File: src/rtl/gate_truth_table_sequencer_if.sv
// Bundle of the signals exchanged between the truth-table sequencer and its
// surroundings: the start request, the gate-cell stimulus/response pair and
// the characterisation results.
interface gate_truth_table_sequencer_if;
  logic       start;
  logic       gate_y;
  logic       gate_a;
  logic       gate_b;
  logic       busy;
  logic       done;
  logic [3:0] truth_table;
  logic [2:0] func_code;
  logic       is_universal;
  logic       unstable;

  // Sequencer side: consumes start and the cell output, drives everything else.
  modport slave (
    input  start,
    input  gate_y,
    output gate_a,
    output gate_b,
    output busy,
    output done,
    output truth_table,
    output func_code,
    output is_universal,
    output unstable
  );

  // Environment side: issues start, provides the cell output, observes results.
  modport master (
    output start,
    output gate_y,
    input  gate_a,
    input  gate_b,
    input  busy,
    input  done,
    input  truth_table,
    input  func_code,
    input  is_universal,
    input  unstable
  );
endinterface

File: src/rtl/gate_truth_table_sequencer.sv
// Characterisation sequencer for 2-input switch-level gate cells. Steps the
// cell through all four input vectors, samples its output twice per vector
// after a settle time, builds a 4-bit truth table and classifies it.
module gate_truth_table_sequencer #(
  parameter int SETTLE_CYCLES = 2
) (
  input logic clk,
  input logic rst_n,
  gate_truth_table_sequencer_if.slave bus
);

  typedef enum logic [2:0] {IDLE, DRIVE, S1, S2, DONE} state_t;

  // Last counter value spent in DRIVE; the counter starts at 0 on entry.
  localparam logic [7:0] CNT_LAST = 8'(SETTLE_CYCLES - 1);

  state_t     state;
  logic [1:0] idx;
  logic [7:0] cnt;
  logic       s1;

  logic [1:0] idx_inc;
  logic [3:0] tt_upd;
  logic       unstable_upd;
  logic [2:0] code_upd;

  // Map a completed truth table (bit index = {a,b}) onto a function code.
  function automatic logic [2:0] classify(input logic [3:0] tt);
    logic [2:0] code;
    case (tt)
      4'b0111: code = 3'd1; // NAND
      4'b0001: code = 3'd2; // NOR
      4'b1000: code = 3'd3; // AND
      4'b1110: code = 3'd4; // OR
      4'b0110: code = 3'd5; // XOR
      4'b1001: code = 3'd6; // XNOR
      default: code = 3'd0;
    endcase
    return code;
  endfunction

  // Results as they will look once the current S2 sample is folded in, so the
  // classification can be registered on the same edge that enters DONE.
  always_comb begin
    idx_inc          = idx + 2'd1;
    tt_upd           = bus.truth_table;
    tt_upd[idx]      = bus.gate_y;
    unstable_upd     = bus.unstable | (bus.gate_y != s1);
    code_upd         = unstable_upd ? 3'd0 : classify(tt_upd);
  end

  // Main sequencer FSM with all outputs registered.
  always_ff @(posedge clk or negedge rst_n) begin
    if (!rst_n) begin
      state            <= IDLE;
      idx              <= 2'd0;
      cnt              <= 8'd0;
      s1               <= 1'b0;
      bus.gate_a       <= 1'b0;
      bus.gate_b       <= 1'b0;
      bus.busy         <= 1'b0;
      bus.done         <= 1'b0;
      bus.truth_table  <= 4'd0;
      bus.func_code    <= 3'd0;
      bus.is_universal <= 1'b0;
      bus.unstable     <= 1'b0;
    end else begin
      case (state)
        IDLE: begin
          bus.gate_a <= 1'b0;
          bus.gate_b <= 1'b0;
          bus.done   <= 1'b0;
          if (bus.start) begin
            state            <= DRIVE;
            idx              <= 2'd0;
            cnt              <= 8'd0;
            bus.busy         <= 1'b1;
            bus.truth_table  <= 4'd0;
            bus.func_code    <= 3'd0;
            bus.is_universal <= 1'b0;
            bus.unstable     <= 1'b0;
          end
        end
        DRIVE: begin
          cnt <= cnt + 8'd1;
          if (cnt == CNT_LAST) begin
            state <= S1;
          end
        end
        S1: begin
          s1    <= bus.gate_y;
          state <= S2;
        end
        S2: begin
          bus.truth_table <= tt_upd;
          bus.unstable    <= unstable_upd;
          if (idx == 2'd3) begin
            state            <= DONE;
            bus.busy         <= 1'b0;
            bus.done         <= 1'b1;
            bus.gate_a       <= 1'b0;
            bus.gate_b       <= 1'b0;
            bus.func_code    <= code_upd;
            bus.is_universal <= (code_upd == 3'd1) || (code_upd == 3'd2);
          end else begin
            state                    <= DRIVE;
            idx                      <= idx_inc;
            cnt                      <= 8'd0;
            {bus.gate_a, bus.gate_b} <= idx_inc;
          end
        end
        DONE: begin
          bus.done <= 1'b0;
          state    <= IDLE;
        end
        default: begin
          state <= IDLE;
        end
      endcase
    end
  end

endmodule
File: src/flat_wrapper.sv
// flat-port wrapper written by rule: the top's interface ports become plain ports
module gate_truth_table_sequencer_flat 
#(
  parameter int SETTLE_CYCLES = 2
)
  (clk, rst_n, bus_start, bus_gate_y, bus_gate_a, bus_gate_b, bus_busy, bus_done, bus_truth_table, bus_func_code, bus_is_universal, bus_unstable);
  gate_truth_table_sequencer_if bus_i ();
  input logic clk;
  input logic rst_n;
  input wire logic [$bits(bus_i.start)-1:0] bus_start;
  input wire logic [$bits(bus_i.gate_y)-1:0] bus_gate_y;
  output wire logic [$bits(bus_i.gate_a)-1:0] bus_gate_a;
  output wire logic [$bits(bus_i.gate_b)-1:0] bus_gate_b;
  output wire logic [$bits(bus_i.busy)-1:0] bus_busy;
  output wire logic [$bits(bus_i.done)-1:0] bus_done;
  output wire logic [$bits(bus_i.truth_table)-1:0] bus_truth_table;
  output wire logic [$bits(bus_i.func_code)-1:0] bus_func_code;
  output wire logic [$bits(bus_i.is_universal)-1:0] bus_is_universal;
  output wire logic [$bits(bus_i.unstable)-1:0] bus_unstable;
  assign bus_i.start = bus_start;
  assign bus_i.gate_y = bus_gate_y;
  assign bus_gate_a = bus_i.gate_a;
  assign bus_gate_b = bus_i.gate_b;
  assign bus_busy = bus_i.busy;
  assign bus_done = bus_i.done;
  assign bus_truth_table = bus_i.truth_table;
  assign bus_func_code = bus_i.func_code;
  assign bus_is_universal = bus_i.is_universal;
  assign bus_unstable = bus_i.unstable;
  gate_truth_table_sequencer #(.SETTLE_CYCLES(SETTLE_CYCLES)) u_core (.clk(clk), .rst_n(rst_n), .bus(bus_i));
endmodule
File: config.mk
export PLATFORM = sky130hd
export DESIGN_NAME = gate_truth_table_sequencer_flat
export DESIGN_NICKNAME = d
export VERILOG_FILES = /design/src/rtl/gate_truth_table_sequencer_if.sv /design/src/rtl/gate_truth_table_sequencer.sv /design/src/flat_wrapper.sv
export SDC_FILE = /design/constraint.sdc
export NUM_CORES = 1
export LEC_CHECK = 0
export ABC_AREA = 1
export CAP_MARGIN = 25
export CORE_ASPECT_RATIO = 1.4
export CORE_UTILIZATION = 23
export DETAILED_ROUTE_END_ITERATION = 8
export PLACE_DENSITY = 0.41
export SLEW_MARGIN = 30
export SYNTH_ARGS = -nofsm -noshare
export SYNTH_HDL_FRONTEND = slang
export SYNTH_SLANG_ARGS = --single-unit
File: constraint.sdc
create_clock -name clk -period 2.69 [get_ports clk]
set_clock_uncertainty 0.2 [all_clocks]
set_input_delay 0.807 -clock clk [delete_from_list [all_inputs] [get_ports clk]]
set_output_delay 0.807 -clock clk [all_outputs]
set_load 0.02 [all_outputs]
After elaboration in Yosys (flattened, before gate mapping)
Cells that the tools add are included.
- flip-flop bits (word level): 27
- bits in latches: 0
- bits in writable memories: 0
- ROM bits: 0
- output and inout bits: 13
- word-level logic and storage cells: 82
- memories: 0
- add/sub/neg operators: 2
- multipliers: 0
- div/mod/pow operators: 0
- order comparisons: 2
- equal/unequal tests: 19
- shift-type cells: 0
- multiplexer cells: 33
- bitwise logic cells: 1
- reduce and logical (&&, ||, !) cells: 13
- operators by type and width (kind ; number):
    $pmux W8 S3 ; 1
    $mux W3 ; 6
    $pmux W3 S6 ; 1
    $mux W8 ; 2
    $eq A4 B4 Y1 const B ; 3
    $pmux W1 S2 ; 6
    $pmux W3 S4 ; 1
    $eq A3 B2 Y1 const B ; 3
    $reduce_and A3 Y1 ; 3
    $add A8 B1 Y8 const B ; 1
    $eq A4 B3 Y1 const B ; 2
    $eq A8 B1 Y1 const B ; 1
    $mux W1 ; 8
    $pmux W4 S2 ; 1
    $eq A3 B1 Y1 const B ; 2
    $pmux W3 S2 ; 1
    $reduce_and A2 Y1 ; 3
    $bwmux W4 ; 1
    $eq A4 B1 Y1 const B ; 1
    $mux W2 ; 2
    $mux W4 ; 1
    $ne A2 B1 Y1 const B ; 2
    $ne A2 B2 Y1 const B ; 2
    $pmux W2 S2 ; 1
    14 further kinds ; 15

Depth between registers and ports, before layout
Gate-level depths: netlist of the first run.
- depth in word-level cells: 12
- depth in mapped cells: 12
- mapped depth without buffers: 12

Least setup slack after synthesis of the first run
No wires, ideal clock.
- path kind: input-to-reg
- start point: input bus_gate_y
- end point: register u_core.bus.is_universal
- library setup time: 0.116 ns
- data arrival time: 1.412 ns
- data required time: 2.374 ns
- setup slack: 0.961 ns
- cell stages on the path: 10
- path buffers: 0
- path through: inv_2 nand2_1 nand2_1 nand2_1 nor2_1 nor2_1 nand3_1 nand2_1 nand2_1 nand2_1
- longest elaborated chain between the ends: 8
- ends and longest elaborated chain (item ; RTL line ; RTL):
    from (decl) ; flat_wrapper.sv:11 ; input wire logic [$bits(bus_i.gate_y)-1:0] bus_gate_y;
    $bwmux W4 ; gate_truth_table_sequencer.sv:47 ; tt_upd[idx] = bus.gate_y;
    $eq A4 B4 Y1 (tied with other cells) ; gate_truth_table_sequencer.sv:30 ; case (tt)
    $pmux W3 S6 ; gate_truth_table_sequencer.sv:30 ;
    $mux W3 (*) ; gate_truth_table_sequencer.sv:49 ; code_upd = unstable_upd ? 3'd0 : classify(tt_upd);
    $eq A3 B1 Y1 / $eq A3 B2 Y1 (equally long branches) ; gate_truth_table_sequencer.sv:104 ; bus.is_universal <= (code_upd == 3'd1) || (code_upd == 3'd2);
    $logic_or A1 B1 Y1 (*) ; gate_truth_table_sequencer.sv:104 ;
    $mux W1 (*) ; gate_truth_table_sequencer.sv:97 ; if (idx == 2'd3) begin
    $pmux W1 S2 (*) ; gate_truth_table_sequencer.sv:68 ; case (state)
    to (signal assigned) ; gate_truth_table_sequencer.sv:104 ;
    to (decl) ; gate_truth_table_sequencer_if.sv:26 ; output is_universal,
Every way passes the cells marked *; elsewhere a longest branch is shown, timed or not. The select of a mux whose other input is x is not followed.
A chain may end at the register's enable or synchronous reset.

Final worst setup path of the first run
- start point: register u_core.bus.unstable
- end point: output bus_unstable
- RTL lines (item ; RTL line ; RTL):
    from (decl) ; gate_truth_table_sequencer_if.sv:27 ; output unstable
    from (signal assigned) ; gate_truth_table_sequencer.sv:96 ; bus.unstable <= unstable_upd;
    to (decl) ; flat_wrapper.sv:19 ; output wire logic [$bits(bus_i.unstable)-1:0] bus_unstable;
No word-level cell between the ends.

==> summary.md, run 1 <==
| Metric | Value |
|---|---|
| Status | completed |
| Clock buffers created by TritonCTS | 3 |
| Postcts setup bufs | 0 |
| Clock slew at the register clock pins of the worst setup and hold paths | 0.09 ns |
| Final design area excluding fillers | 1750 um2 |
| Number of instances in the synthesized netlist | 183 |
| Antenna Diode Count | 0 |
| Setup repair after global routing missed its margin | false |
| Clock tree from TritonCTS | built |
| Via-per-instance ratio | around 4.4 |
| I/O pin total | 17 |
| Total global-route track usage | 0.116 |
| Most frequent standard cell in the layout excluding fill and tap cells | nand2_1 |
| Total wire length after detailed routing | 3.31 mm |
| Crit. End Element | output pin |
| Overflow left after global routing | 0 |
| Slew margin rel. | 0.755 |
| CP delay by family, top | buffers and inverters |
| Num rows | 33 |
| Portion of synthesized cell area occupied by the leading cell type | 0.468 |
| Layout cells sized above 1 | 0.0441 |
| Critical path data arrival time | between 1 and 1.5 ns |
| DIE HEIGHT | around 96 um |
| Met1 usage in global routing | 0.134 |
| Achievable frequency | 0.430 GHz |
| Total count of hold-check failures in the final report | 0 |
| Element type at the critical path start | register |
| P per Cell Area | around 970 nW/um2 |
| Buffer levels on the longest clock path | 2 |
| Storage element area | approximately 680 um2 |
| Number of antenna violations at the first check in global routing | 0 |
| Tightest Pin Transition | between 0.3 and 0.4 ns |
| Library cell contributing the largest single delay on the critical path | clkdlybuf4s50_1 |
| Worst-case setup margin in the final layout | roughly 0.36 ns |
| Final setup TNS | 0 ns |
| Die boundary width | roughly 70 um |
| Clock Tree Root | clkbuf_8 |
| Avg Cell Area, Syn | between 7 and 8 um2 |
| Crit Path Class | register to output pin |
| Portion of the post-synthesis area used by sequential elements | 0.468 |
| CTS Hold Buffers Added | 0 |
| Max-cap viol count | 0 |
| Global-route wire length before repair | around 5.6 mm |
| RePlAce Congestion | about 0.8 |
| Number of warnings printed during yosys synthesis | 0 |
| Count of antenna-violating nets left after detailed routing | 0 |
| Crit path time final | ~2.3 ns |
| Clock network latency to the later pin of the worst-skew pair | ~0.28 ns |
| Leakage | a little over 0.0008 uW |
| Post-cts sizing count | 0 |
| Number of fill cells in the layout | about 680 |
| Total of buffers placed on input and output ports | 16 |
| Number of endpoints failing setup at the final stage | 0 |
| Detailed-route DRC error count | 0 |
| Number of H-tree branching levels | 1 |
| Maximum fanout along the worst path | 3 |
| Fraction of met2 tracks used by global routing | 0.203 |
| Multi-input logic area | about 660 um2 |
| Library cell with the largest summed area after synthesis | dfrtp_1 |
| Initial Util | 0.243 |
| Full die area | about 6600 um2 |
| Met3 usage in global routing | 0.0154 |
| Tightest Hold Check Type | register to register |
| Vias in the first global route | 1,215 |
| Global route hottest layer | met2 |
| DR iter-0 viols | 40 |
| Placed wire-length estimate | approximately 2.5 mm |
| Cell area after technology mapping | ~1400 um2 |
| 1st-pass router iterations | 4 |
| Number of nets in the synthesized netlist | 193 |
| Req. time, crit path | approximately 1.7 ns |
| Core region area | around 5900 um2 |
| Average wire per standard cell | about 12 um |
| Critical Path Max Stage Delay | 0.63 ns |
| Leading cell types in the layout, fill and taps excluded | nand2_1, dfrtp_1, inv_1, clkdlybuf4s50_1 |
| Number of cells in the design after placement | between 200 and 300 |
| NumNets Final | ~220 |
| Number of buffer and inverter stages on the critical path | 1 |
| Total cell area at the placement stage | between 1500 and 2000 um2 |
| Period utilisation layout | 0.865 |
| Layout Cells excl Fill | 274 |
| Number of clock sinks | 27 |
| DP Worst Slack | roughly 0.29 ns |
| Worst path cell trace | clkdlybuf4s50_1 |
| Total via count after detailed routing | around 1.2k |
| Register bit count reported by yosys | 27 |
| Maximum vdd drop | around 0.29 mV |
| Count of final max-slew check failures | 0 |
| Pin count of the biggest net entering global routing | 28 |
| Cell variety after synth | 18 |
| Area Overhead vs Synth | 21.0% |
| Biggest area contributors in the synthesized netlist | dfrtp_1, nand2_1, inv_1 |
-- sequential cells by signal (all words and copies together), names as in the netlist --
register and cells:
u_core.bus.truth_table 4, u_core.cnt 8, u_core.bus.is_universal 1, u_core.bus.busy 1
u_core.bus.func_code 3, u_core.bus.gate_b 1, u_core.state 3, u_core.bus.gate_a 1
u_core.bus.done 1, u_core.s1 1, u_core.bus.unstable 1, u_core.idx 2
-- worst paths after layout --
kind | end | slack (ns) | start | cells past startpoint
setup / recovery | bus_unstable | 0.36 | u_core.bus.unstable | 1
hold / removal | u_core.bus.busy | 0.28 | u_core.bus.busy | 2
setup reg to reg | u_core.cnt[5] | 0.89 | u_core.state[2] | 6
hold reg to reg | u_core.bus.busy | 0.28 | u_core.bus.busy | 2
max in group asynchronous | u_core.cnt[4] | 1.31 | rst_n | 2
min in group asynchronous | u_core.bus.func_code[0] | 0.71 | rst_n | 2
-- layer usage --
metal | vias up | wire [um]
met5 | - | 0
met4 | 0 | 95
met3 | 8 | 75
met2 | 19 | 1750
met1 | 547 | 1390
li1 | 632 | -
-- cells in the mapped netlist --
library cell  count
nand2_1          55
dfrtp_1          27
inv_1            26
nand3_1          14
o21ai_0          14
nor2_1           13
o22ai_1          10
ha_1              6
a21oi_1           4
xor2_1            4
nand4_1           3
a21oi_4           1
buf_2             1
inv_2             1
nor2_2            1
nor3_1            1
nor3b_4           1
xnor2_1           1
-- through the flow --
stage          hold WS, ns   util  total power, uW
3_5_place_dp         0.261  0.286             1470
6_report             0.282  0.294             1690
2_1_floorplan        0.275      -             1190
4_1_cts              0.287  0.294             1710
5_1_grt              0.304  0.294             1850
3_3_place_gp         0.259  0.286             1480
-- cell type report --
cell class / count / share of cell area
Tap cell: 70 / 0.0501
Inverter: 27 / 0.0580
Sequential cell: 27 / 0.387
Multi-Input combinational cell: 128 / 0.379
Clock buffer: 4 / 0.0258
Timing Repair Buffer: 18 / 0.100
-- worst min-delay path: stages, from the launching register on --
cell	delay (ns)
dfrtp_1	0.36
nand2_1	0.05
nand2_1	0.04
-- cell families after synthesis --
logic type               count (synthesis)  synth area share
AO/OA/AOI/OAI                           29             0.117
XOR/XNOR                                 5            0.0303
adder cells (fa/ha/maj)                  6            0.0520
buffers and inverters                   28            0.0736
flip-flops                              27             0.468
AND/OR/NAND/NOR                         88             0.259
-- where the power goes --
part / internal, uW / total, uW / switching (uW) / leakage [uW]
Clock: 106 / 238 / 132 / 0.0000228
Combinational: 306 / 835 / 528 / 0.000450
Sequential: 512 / 613 / 101 / 0.000355
Total: 924 / 1690 / 761 / 0.000827
Note: power is estimated with default switching activity, not from simulation.
==> inputs of run 2 (changes only) <==
- SKIP_LAST_GASP: not set -> 1
==> results of run 2 <==
The final DEF is identical to that of run 1; final timing and power are the same.
